### src/rtl/sequence_checker_16x4.sv
// sequence_checker_16x4: replays the stored move sequence from RAM against player moves
module sequence_checker_16x4 #(
   parameter int TIMEOUT_CYCLES = 5000,
   parameter int ADDR_W = 4,
   parameter int DATA_W = 4
) (
   input  logic              clk,
   input  logic              reset_n,
   input  logic              start,
   input  logic [ADDR_W-1:0] last_idx,
   output logic [ADDR_W-1:0] mem_addr,
   input  logic [DATA_W-1:0] mem_q,
   input  logic              play_valid,
   input  logic [DATA_W-1:0] play_data,
   output logic              ready,
   output logic              busy,
   output logic [ADDR_W-1:0] cur_idx,
   output logic              hit,
   output logic              miss,
   output logic              timed_out
);
   localparam int CNT_W = (TIMEOUT_CYCLES > 2) ? $clog2(TIMEOUT_CYCLES) : 1;
   typedef enum logic [2:0] {IDLE, FETCH, LOAD, WAIT, COMPARE} state_t;
   state_t state, state_n;
   logic [ADDR_W-1:0] last, last_n, addr_n, idx_n;
   logic [DATA_W-1:0] expected, expected_n, move, move_n;
   logic [CNT_W-1:0] cnt, cnt_n;
   logic hit_n, miss_n, to_n;
   assign ready = state == WAIT;
   assign busy = state != IDLE;
   always_ff @(posedge clk or negedge reset_n) begin
      if (!reset_n) begin
         state <= IDLE;
         last <= '0;
         mem_addr <= '0;
         cur_idx <= '0;
         expected <= '0;
         move <= '0;
         cnt <= '0;
         hit <= 1'b0;
         miss <= 1'b0;
         timed_out <= 1'b0;
      end else begin
         state <= state_n;
         last <= last_n;
         mem_addr <= addr_n;
         cur_idx <= idx_n;
         expected <= expected_n;
         move <= move_n;
         cnt <= cnt_n;
         hit <= hit_n;
         miss <= miss_n;
         timed_out <= to_n;
      end
   end
   always_comb begin
      state_n = state;
      last_n = last;
      addr_n = mem_addr;
      idx_n = cur_idx;
      expected_n = expected;
      move_n = move;
      cnt_n = cnt;
      hit_n = hit;
      miss_n = miss;
      to_n = timed_out;
      unique case (state)
         IDLE: if (start) begin
            state_n = FETCH;
            last_n = last_idx;
            addr_n = '0;
            idx_n = '0;
            hit_n = 1'b0;
            miss_n = 1'b0;
            to_n = 1'b0;
         end
         FETCH: state_n = LOAD;
         LOAD: begin
            expected_n = mem_q;
            cnt_n = '0;
            state_n = WAIT;
         end
         // a move arriving on the final timeout cycle takes priority
         WAIT: if (play_valid) begin
            move_n = play_data;
            state_n = COMPARE;
         end else if (cnt == CNT_W'(TIMEOUT_CYCLES - 1)) begin
            to_n = 1'b1;
            state_n = IDLE;
         end else begin
            cnt_n = cnt + CNT_W'(1);
         end
         COMPARE: if (move != expected) begin
            miss_n = 1'b1;
            state_n = IDLE;
         end else if (cur_idx == last) begin
            hit_n = 1'b1;
            state_n = IDLE;
         end else begin
            idx_n = cur_idx + ADDR_W'(1);
            addr_n = mem_addr + ADDR_W'(1);
            state_n = FETCH;
         end
         default: state_n = IDLE;
      endcase
   end
endmodule

### config.mk
export PLATFORM = sky130hd
export DESIGN_NAME = sequence_checker_16x4
export DESIGN_NICKNAME = d
export VERILOG_FILES = /design/src/rtl/sequence_checker_16x4.sv
export SDC_FILE = /design/constraint.sdc
export NUM_CORES = 1
export LEC_CHECK = 0
export BUFFER_PORTS_ARGS = -buffer_cell sky130_fd_sc_hd__buf_2
export CAP_MARGIN = 20
export CELL_PAD_IN_SITES_DETAIL_PLACEMENT = 0
export CELL_PAD_IN_SITES_GLOBAL_PLACEMENT = 1
export CORE_UTILIZATION = 33
export CTS_CLUSTER_DIAMETER = 120
export DETAILED_ROUTE_END_ITERATION = 8
export PLACE_DENSITY_LB_ADDON = 0.1
export SLEW_MARGIN = 25
export SYNTH_ARGS = -nofsm -noshare
export SYNTH_HDL_FRONTEND = slang
export SYNTH_SLANG_ARGS = --single-unit
### constraint.sdc
create_clock -name clk -period 2.1 [get_ports clk]
set_input_delay 0.105 -clock clk [delete_from_list [all_inputs] [get_ports clk]]
set_output_delay 0.105 -clock clk [all_outputs]
set_load 0.02 [all_outputs]
# == Yosys cells after proc, flatten, opt, wreduce, memory -nomap -nowiden ==
# Index checks and enable logic that the tools add are counted.
# totals
ff_bits,39
in_bits,16
elab_cells,67
# op_classes
n_addsub,3
n_eq_ne,16
n_reduce_logical,13
n_mux,25
# op_table
operator,n
two-way mux 13 bit,2
one-hot mux 13 bit (2 select lines),1
two-way mux 4 bit,5
one-hot mux 4 bit (2 select lines),2
one-hot mux 3 bit (5 select lines),1
!= test 2 bit (second input constant),7
adder 13 x 1 -> 13 bit (second input constant),1
equality test 13 bit (second input constant),1
AND reduction 4 bit,3
two-way mux 3 bit,3
adder 4 x 1 -> 4 bit (second input constant),2
two-way mux 1 bit,8
equality test 3 x 2 -> 1 bit (second input constant),2
one-hot mux 1 bit (2 select lines),3
AND reduction 2 bit,3
AND reduction 3 bit,2
nonzero test 2 bit,3
equality test 4 bit,1
!= test 4 bit,1
equality test 3 x 1 -> 1 bit (second input constant),1
equality test 3 bit (second input constant),1
zero test 3 bit,1
!= test 3 x 2 -> 1 bit (second input constant),1
nonzero test 3 bit,1
!= test 2 x 1 -> 1 bit (second input constant),1

# == Longest topological paths before layout ==
# Gate-level depths: netlist (run 1).
# depth
ltp_word,4
ltp_mapped,6
depth_no_buf,5

# == Least setup slack after synthesis (run 1) ==
# Ideal clock, no wire load.
# synth_path
path_type,register to register
start,register cnt[0]
end,register cnt[3]
required_time_ns,2.027
n_path_buf,1
stages_incl_launch_ff,7
slack_ns,0.361
t_arrival_ns,1.666
cell_sequence,dfrtp_1 -> ha_1 -> and2_1 -> and4_1 -> buf_2 -> or4_4 -> a21oi_2
# synth_via
elab_chain_cells,4
word_cells_on_any_way,7
cone_classes,add/sub: 1; eq/ne: 2; mux: 3; reduce/logical: 1
# synth_lines
element,line,rtl
"start, declared",27,"logic [CNT_W-1:0] cnt, cnt_n;"
"start signal, assigned",50,cnt <= cnt_n;
adder 13 x 1 -> 13 bit,91,cnt_n = cnt + CNT_W'(1);
two-way mux 13 bit,87,end else if (cnt == CNT_W'(TIMEOUT_CYCLES - 1)) begin
two-way mux 13 bit,84,WAIT: if (play_valid) begin
one-hot mux 13 bit (2 select lines),67,unique case (state)
# Parallel ways exist; a longest one is shown, timed or not. The select of a mux whose other input is x is not followed.
# A chain may end at the register's enable or synchronous reset.

# == Worst setup path after layout (run 1) ==
# layout_path
start,register cnt[0]
end,register cnt[1]
# The elaborated chain is that of the path after synthesis.

==> results.toml, run 1 <==
[layout]
syn2layout_area_growth_pct = 18.1
drive_gt1_share_pct = 30.4
final_nets = 242
diodes = 0

[clock_tree]
clkLatencyLatePin_ns = 0.29
clockBufferDepth = 2
clk_pin_slew_ns = 0.08
clockRootBuffer = "clkbuf_8"
cts_buffers = 5
cts_max_level = 2
clock-sinks = 39
cts_tree = "done"

[global_routing]
grt_max_degree = 40
grtUsageTotal_pct = 15.0
grt_pass1_wl_mm = 7.21
grt_pass1_vias = 1437
grt_overflow = 0
antenna_found_initial = 0

[yosys]
ys_ff_latch = 39
ys_types = 45
synth_compound_area_share_pct = 15.9
netlist_area_um2 = 2010
synth_cells = 188
yosysSeqAreaShare_pct = 48.5
ys.warnings.count = 0
synth_xor_area_share_pct = 4.35
syn-mean-instance-area_um2 = 10.7
yosys.area_share.adder_pct = 1.86
syn-num-nets = 207
synth_area_leaders = "dfrtp_1, mux2_2, xor2_1"
synth_top_family_by_area = "simple AND/OR/NAND/NOR gates"
yosys.area_share.simple_pct = 16.7
synth_top_area_share_pct = 48.5
yosys.area.top_type = "dfrtp_1"
synthMuxAreaShare_pct = 8.33

[min_path]
hold_depth = 2
hp-class = "input pin to flip-flop"

[outcome]
status = "finished clean"

[sta]
period_minus_slack_ns = 1.95
setup_violations = 0
maxSlewViolCount = 0
finalSetupTns_ns = 0
worst_pin_slew_ns = 0.895
slew_headroom_pct = 40.3
hold_violations = 0
clock_skew_ns = 0.00639
grt_setup_unrepaired = "no"
max_freq_mhz = 514
fin_crit_sh_pct = 92.7

[place]
gp_congestion = 0.767
port_buffers = 28
dpl.hpwl_mm = 3.21

[critical_path]
critical_path.max_fanout = 10
worst_setup_path_start_kind = "flip-flop"
cp_data_arrival_time_ns = 2.12
reg2reg_depth = 5
critPathKind = "flip-flop to flip-flop"
cp-end-kind = "flip-flop"
required_ns = 2.28

[floorplanning]
dieWidth_um = 80.1
die-area_um2 = 6420
core-area_um2 = 5890
io_pins = 29
initial_utilization_pct = 34.2
num_rows = 28
die_y_um = 80.1

[routing]
routedWlPerCell_um = 14.8
antenna_left = 0
drc_errors = 0
via_per_inst = 5.13
routed-via-count = 1534
dr.pass1.iters = 4
totalWireLength_mm = 4.43
drt_iter0_drc = 56

[job]
drv_cap = 0

[power]
power_w = 0.00279
leakage_nw = 1.06
max-vdd-ir-drop_uv = 481
powerDensity_nw_per_um2 = 1170
==> final timing paths <==
path                            slack (ns)         from          to
min in group asynchronous             0.47      reset_n  cur_idx[2]
max in group asynchronous             1.07      reset_n     cnt[11]
worst max register to register        0.15       cnt[0]      cnt[1]
worst min register to register        0.49    timed_out   timed_out
worst max-delay path                  0.15       cnt[0]      cnt[1]
worst min-delay path                  0.04  last_idx[0]     last[0]
==> power breakdown <==
group	leakage [nW]	total [W]	internal [W]	switching, W
Clock	0.0612	0.000654	0.000385	0.000269
Combinational	0.495	0.00100	0.000461	0.000542
Sequential	0.508	0.00113	0.000947	0.000187
==> flip-flops by register name, summed over array words and instances (netlist names) <==
register	count
expected	4
miss	1
cur_idx	4
mem_addr	4
last	4
hit	1
cnt	13
timed_out	1
move	4
state	3
==> area by class of cell <==
cell class	instances	area, um2
fill	592	3510
sequential	39	976
multi-input combinational	131	948
timing repair buffer	33	193
tap	75	93.8
clock buffer	6	82.6
inverter	13	48.8
clock inverter	2	35.0
==> kinds of logic (layout without fill, tap and decap cells) <==
| family | count (synthesis) | after routing |
|---|---|---|
| AOI/OAI and AO/OA | 48 | 48 |
| xor gates and xnor gates | 10 | 10 |
| adders and majority gates | 3 | 3 |
| buffers and inverters | 18 | 54 |
| DFF | 39 | 39 |
| muxes | 15 | 15 |
| and+or+nand+nor | 55 | 55 |
==> synth_stat cells, drive strengths merged <==
cell,count
a211oi,5
a21oi,14
a31oi,1
and2,1
and3,5
and3b,1
and4,1
and4bb,1
buf,5
dfrtp,39
ha,3
inv,13
mux2,14
mux2i,1
nand2,12
nand2b,2
nand3,4
nand4,2
nor2,5
nor2b,2
nor3,3
nor3b,1
nor4,1
nor4b,1
nor4bb,1
o21a,2
o21ai,12
o22ai,6
o31ai,4
o41a,2
o41ai,2
or2,1
or3,6
or3b,1
or4,4
xnor2,2
xor2,8
==> worst max-delay path, stage by stage (launching register included) <==
cell and delay [ns]:
dfrtp_1 0.41, ha_1 0.18, and2_1 0.21, and4_1 0.44
nand2b_1 0.25, mux2_2 0.35
==> through the flow <==
| step | cells | hold slack, ns | setup slack, ns | utilization, % | cell area, um2 |
|---|---|---|---|---|---|
| 2_1_floorplan | 188 | -0.191 | 0.361 | - | 2010 |
| 3_3_place_gp | 290 | 0.264 | 0.285 | 38.2 | 2250 |
| 3_5_place_dp | 290 | 0.288 | 0.166 | 38.2 | 2250 |
| 4_1_cts | 299 | 0.0294 | 0.160 | 40.4 | 2380 |
| 5_1_grt | 299 | 0.0360 | 0.0472 | 40.4 | 2380 |
| 6_report | 299 | 0.0437 | 0.153 | 40.4 | 2380 |
==> placed cells by master (no fill, tap or decap), drive strengths merged, types with 2 or more instances in the layout <==
master	Yosys	routed
xor2	8	8
nor3	3	3
nor2b	2	2
o22ai	6	6
nand3	4	4
buf	5	32
dfrtp	39	39
or3	6	6
a21oi	14	14
nand4	2	2
nor2	5	5
o21a	2	2
inv	13	13
clkbuf	0	6
xnor2	2	2
and3	5	5
nand2	12	12
o41ai	2	2
nand2b	2	2
ha	3	3
a211oi	5	5
mux2	14	14
o31ai	4	4
o21ai	12	12
or4	4	4
o41a	2	2
==> per-layer routing <==
metal,track usage (%),vias to the layer above,share of wire (%)
met3,3.64,4,4.0
met5,0,-,0
met1,20.1,733,50
met2,23.3,36,45
met4,5.36,0,0.97
li1,-,761,-
==> repair_timing <==
action                                 4_1_cts  5_1_grt
buffers inserted                             0        0
endpoints found under the hold margin       39        0
hold buffers                                 1        0
gates resized for setup                      0        0
Note: power is estimated with default switching activity, not from simulation.
==> run 2, diff against run 1 <==
--- a/config.mk
+++ b/config.mk
@@ -9,6 +9,7 @@
 export CAP_MARGIN = 20
 export CELL_PAD_IN_SITES_DETAIL_PLACEMENT = 0
 export CELL_PAD_IN_SITES_GLOBAL_PLACEMENT = 1
+export CORE_ASPECT_RATIO = 0.9
 export CORE_UTILIZATION = 33
 export CTS_CLUSTER_DIAMETER = 120
 export DETAILED_ROUTE_END_ITERATION = 8
==> run 2 against run 1 <==
- fmax is 1.0% higher
- first-iteration DRC count is 1.8% higher
- critical path type unchanged
- global-route usage is 0.27 points higher
- the run now ends with DRC left
==> results.toml, run 2 (synthesized netlist as in run 1, its figures left out) <==
[place]
dp.cells = 284
dpl-instance-area_um2 = 2220
gp_congestion = 0.774
port_buffers = 28
dpl.hpwl_mm = 3.27

[clock_tree]
clkLatencyLatePin_ns = 0.29
clk_pin_slew_ns = 0.08
cts.repair.resized = 0
cts_setup_buffers = 0
clockRootBuffer = "clkbuf_8"
clockBufferDepth = 2
cts_buffers = 5
cts_tree = "done"
cts_max_level = 2
clock-sinks = 39

[floorplanning]
num_rows = 26
dieWidth_um = 84.3
initial_utilization_pct = 34.8
io_pins = 29
die-area_um2 = 6420
core-area_um2 = 5790
die_y_um = 76.1

[global_routing]
grt_pass1_vias = 1548
grtUsageTotal_pct = 15.2
grt_max_degree = 40
grt_overflow = 0
grt_pass1_wl_mm = 7.71
antenna_found_initial = 0

[min_path]
hold_depth = 2
hp-class = "input pin to flip-flop"
min_delay_worst_endpoint = "move[0]"
worstHoldStart = "play_data[0]"

[sta]
fin_crit_sh_pct = 91.7
period_minus_slack_ns = 1.93
slew_headroom_pct = 41.4
max_freq_mhz = 519
grt_setup_unrepaired = "no"
worst_pin_slew_ns = 0.878
setup_violations = 0
clock_skew_ns = 0.00337
maxSlewViolCount = 0
hold_violations = 0
finalSetupTns_ns = 0
whs_ns = 0.0429

[layout]
largest_reg_flops = 13
layout.area.seq_um2 = 976
final_nets = 241
final_area_um2 = 2320
top_register = "cnt"
syn2layout_area_growth_pct = 15.4
stdcell_count = 293
multi_input_area_um2 = 948
mostFrequentLayoutCell = "dfrtp_1"
diodes = 0
fillerInstances = 591
drive_gt1_share_pct = 30.0
final_cell_mix = "dfrtp_1, buf_2, mux2_2, inv_1"

[critical_path]
rr_startpoint = "cnt[0]"
r2r_setup_slack_ns = 0.17
critical_path.max_fanout = 10
rr_endpoint = "cnt[1]"
critPathKind = "flip-flop to flip-flop"
reg2reg_depth = 5
worst_setup_path_start_kind = "flip-flop"
required_ns = 2.28
cp-end-kind = "flip-flop"
cp_data_arrival_time_ns = 2.11

[job]
drv_cap = 0

[outcome]
status = "finished with violations"
violations = "DRC"

[routing]
routed-via-count = 1525
drc_errors = 2
routedWlPerCell_um = 14.9
drt_iter0_drc = 57
via_per_inst = 5.20
antenna_left = 0
dr.pass1.iters = 7
totalWireLength_mm = 4.37

[power]
max-vdd-ir-drop_uv = 519
powerDensity_nw_per_um2 = 1130
leakage_nw = 1.03
## run 2: worst max path at each step
| stage | endpoint | cells past startpoint | from | slack, ns |
|---|---|---|---|---|
| floorplan | cnt[3] | 6 | cnt[0] | 0.36 |
| global placement | cnt[1] | 5 | cnt[0] | 0.26 |
| detailed placement | cnt[1] | 5 | cnt[0] | 0.18 |
| CTS | cnt[1] | 5 | cnt[0] | 0.17 |
| global route | cnt[1] | 5 | cnt[0] | 0.04 |
| finish | cnt[1] | 5 | cnt[0] | 0.17 |
## run 2: cell type report
| cell class | instances | area share [%] |
|---|---|---|
| well taps | 70 | 3.77 |
| clock buffers | 5 | 2.96 |
| repair buffers | 32 | 7.44 |
| flip-flops and latches | 39 | 42.0 |
| clock inverters | 3 | 0.862 |
| inverters | 13 | 2.10 |
| multi-input cells | 131 | 40.8 |
## run 2: critical path: stages, from the launching register on
cell	delay, ns
dfrtp_1	0.41
ha_1	0.19
and2_1	0.19
and4_1	0.42
nand2b_1	0.25
mux2_2	0.36
## run 2: stage by stage
step | power [W] | utilization [%] | setup slack [ns]
after floorplan | 0.00186 | - | 0.361
after global placement | 0.00212 | 38.4 | 0.260
after detailed placement | 0.00213 | 38.4 | 0.181
after CTS | 0.00266 | 40.1 | 0.167
after global routing | 0.00283 | 40.1 | 0.0353
final | 0.00262 | 40.1 | 0.173
## run 2: timing repair
item                                    CTS  global route
endpoints found under the setup margin    0             0
hold buffers                              1             0
hold endpoints to repair                 39             0
## run 2: per-layer routing
| layer | track usage (%) | vias up | routed length [um] |
|---|---|---|---|
| met2 | 22.4 | 31 | 1870 |
| met1 | 22.1 | 735 | 2250 |
| met3 | 3.90 | 5 | 202 |
| li1 | - | 754 | - |
| met4 | 4.58 | 0 | 41 |
| met5 | 0 | - | 0 |
## run 2: where the power goes
group          internal (W)  leakage, nW  total [W]  switching, W
sequential         0.000947        0.508    0.00113      0.000180
clock              0.000231       0.0402   0.000504      0.000273
combinational      0.000434        0.486   0.000988      0.000554
total               0.00161         1.03    0.00262       0.00101
==> run 3, diff against run 2 <==
--- a/config.mk
+++ b/config.mk
@@ -13,7 +13,7 @@
 export CORE_UTILIZATION = 33
 export CTS_CLUSTER_DIAMETER = 120
 export DETAILED_ROUTE_END_ITERATION = 8
-export PLACE_DENSITY_LB_ADDON = 0.1
+export PLACE_DENSITY = 0.71
 export SLEW_MARGIN = 25
 export SYNTH_ARGS = -nofsm -noshare
 export SYNTH_HDL_FRONTEND = slang
==> run 3 against run 2 <==
- largest power group unchanged
- via count down 3.1%
- wire length down 7.2%
- sequential share of layout area down 0.38 points
- hold slack worse by 0.00087 ns
- non-clock buffer count down 1
- clock power up 28%
- sequential cell count unchanged
- count of clock-buffer cells in the layout up 1
- power up 4.3%
- clock skew up 0.0038 ns
- the flow still finishes with violations (DRC)
- register-to-register slack better by 0.04 ns
- critical path depth unchanged
- critical endpoint unchanged
==> results.toml, run 3 (synthesized netlist as in run 1, its figures left out) <==
[layout]
diodes = 0
largest_reg_flops = 13
top_register = "cnt"
final_cell_mix = "dfrtp_1, buf_2, mux2_2, inv_1"
drive_gt1_share_pct = 29.7
stdcell_count = 292
mostFrequentLayoutCell = "dfrtp_1"
syn2layout_area_growth_pct = 16.4
final_nets = 240
fillerInstances = 587

[critical_path]
required_ns = 2.27
worst_setup_path_start_kind = "flip-flop"
critPathKind = "flip-flop to flip-flop"
critical_path.max_fanout = 10
cp_data_arrival_time_ns = 2.06
cp-end-kind = "flip-flop"
r2r_setup_slack_ns = 0.21

[floorplanning]
die-area_um2 = 6420
die_y_um = 76.1
io_pins = 29
core-area_um2 = 5790
initial_utilization_pct = 34.8
num_rows = 26
dieWidth_um = 84.3

[global_routing]
grt_overflow = 0
antenna_found_initial = 0
grt_max_degree = 40
grt_pass1_wl_mm = 7.14
grtUsageTotal_pct = 14.1
grt_pass1_vias = 1493

[sta]
setup_violations = 0
hold_violations = 0
whs_ns = 0.0420
grt_setup_unrepaired = "no"
maxSlewViolCount = 0
max_freq_mhz = 530
slew_headroom_pct = 41.1
finalSetupTns_ns = 0
period_minus_slack_ns = 1.89
clock_skew_ns = 0.00712
worst_pin_slew_ns = 0.883
fin_crit_sh_pct = 89.8

[clock_tree]
cts_tree = "done"
clockRootBuffer = "clkbuf_8"
cts_buffers = 5
clk_pin_slew_ns = 0.08
clkLatencyLatePin_ns = 0.29
cts_max_level = 2
cts_setup_buffers = 0
clockBufferDepth = 2
clock-sinks = 39

[place]
gp_congestion = 0.772
dpl.hpwl_mm = 2.92
dp.cells = 283
port_buffers = 28

[routing]
drc_errors = 1
routedWlPerCell_um = 13.9
routed-via-count = 1478
dr.pass1.iters = 6
totalWireLength_mm = 4.06
antenna_left = 0
drt_iter0_drc = 77
via_per_inst = 5.06

[power]
swShare_pct = 35.8
power.share.sequential_pct = 41.1
comb_power_share_pct = 35.2
power.switching_w = 0.000977
leakage_nw = 1.05
pwr-share-clk_pct = 23.6
intPower_w = 0.00175
max-vdd-ir-drop_uv = 499
powerDensity_nw_per_um2 = 1170

[min_path]
hp-class = "input pin to flip-flop"

[job]
drv_cap = 0

[outcome]
status = "finished with violations"
violations = "DRC"
## run 3: worst paths after layout
kind,startpoint,endpoint,cells after the start
max,cnt[0],cnt[1],5
min,last_idx[0],last[0],2
max reg2reg,cnt[0],cnt[1],5
min reg2reg,timed_out,timed_out,2
max in group asynchronous,reset_n,cnt[12],2
min in group asynchronous,reset_n,cur_idx[1],2
## run 3: cell type report
cell class              instances  area, um2  share of cell area [%]
clock inverters                 2       35.0                    1.49
repair buffers                 31        165                    7.05
inverters                      13       48.8                    2.08
clock buffers                   6       82.6                    3.52
well taps                      70       87.6                    3.74
flip-flops and latches         39        976                    41.6
multi-input cells             131        948                    40.5
## run 3: repair_timing
| item | CTS | global route |
|---|---|---|
| hold buffers | 1 | 0 |
| hold endpoints to repair | 39 | 0 |
| setup endpoints to repair | 0 | 0 |
| gates resized for setup | 0 | 0 |
## run 3: per-layer routing
layer	wire length, um	up-vias	GRT usage (%)
met5	0	-	0
met4	36	0	5.08
met3	163	2	3.47
met2	1600	25	19.8
met1	2260	693	20.9
li1	-	758	-
## run 3: metrics by stage
stage                     setup slack (ns)  power (W)  util, %  instance area, um2
after floorplan                      0.361    0.00186        -                2010
after detailed placement             0.223    0.00210     38.3                2220
after global placement               0.279    0.00208     38.3                2220
after CTS                            0.212    0.00276     40.5                2340
final                                0.214    0.00273     40.5                2340
after global routing                0.0767    0.00293     40.5                2340
## run 3: critical path, cell delays in order, from the launching register on
cell and delay [ns]:
dfrtp_1 0.41, ha_1 0.19, and2_1 0.19, and4_1 0.41, nand2b_1 0.24, mux2_2 0.35
## run 3: power groups by stage
stage | Sequential [W] | Clock (W) | Combinational [W]
4_1_cts | 0.00112 | 0.000671 | 0.000969
6_report | 0.00112 | 0.000646 | 0.000962
5_1_grt | 0.00116 | 0.000692 | 0.00108
2_1_floorplan | 0.00111 | 0 | 0.000746
3_5_place_dp | 0.00114 | 0 | 0.000960
3_3_place_gp | 0.00113 | 0 | 0.000951
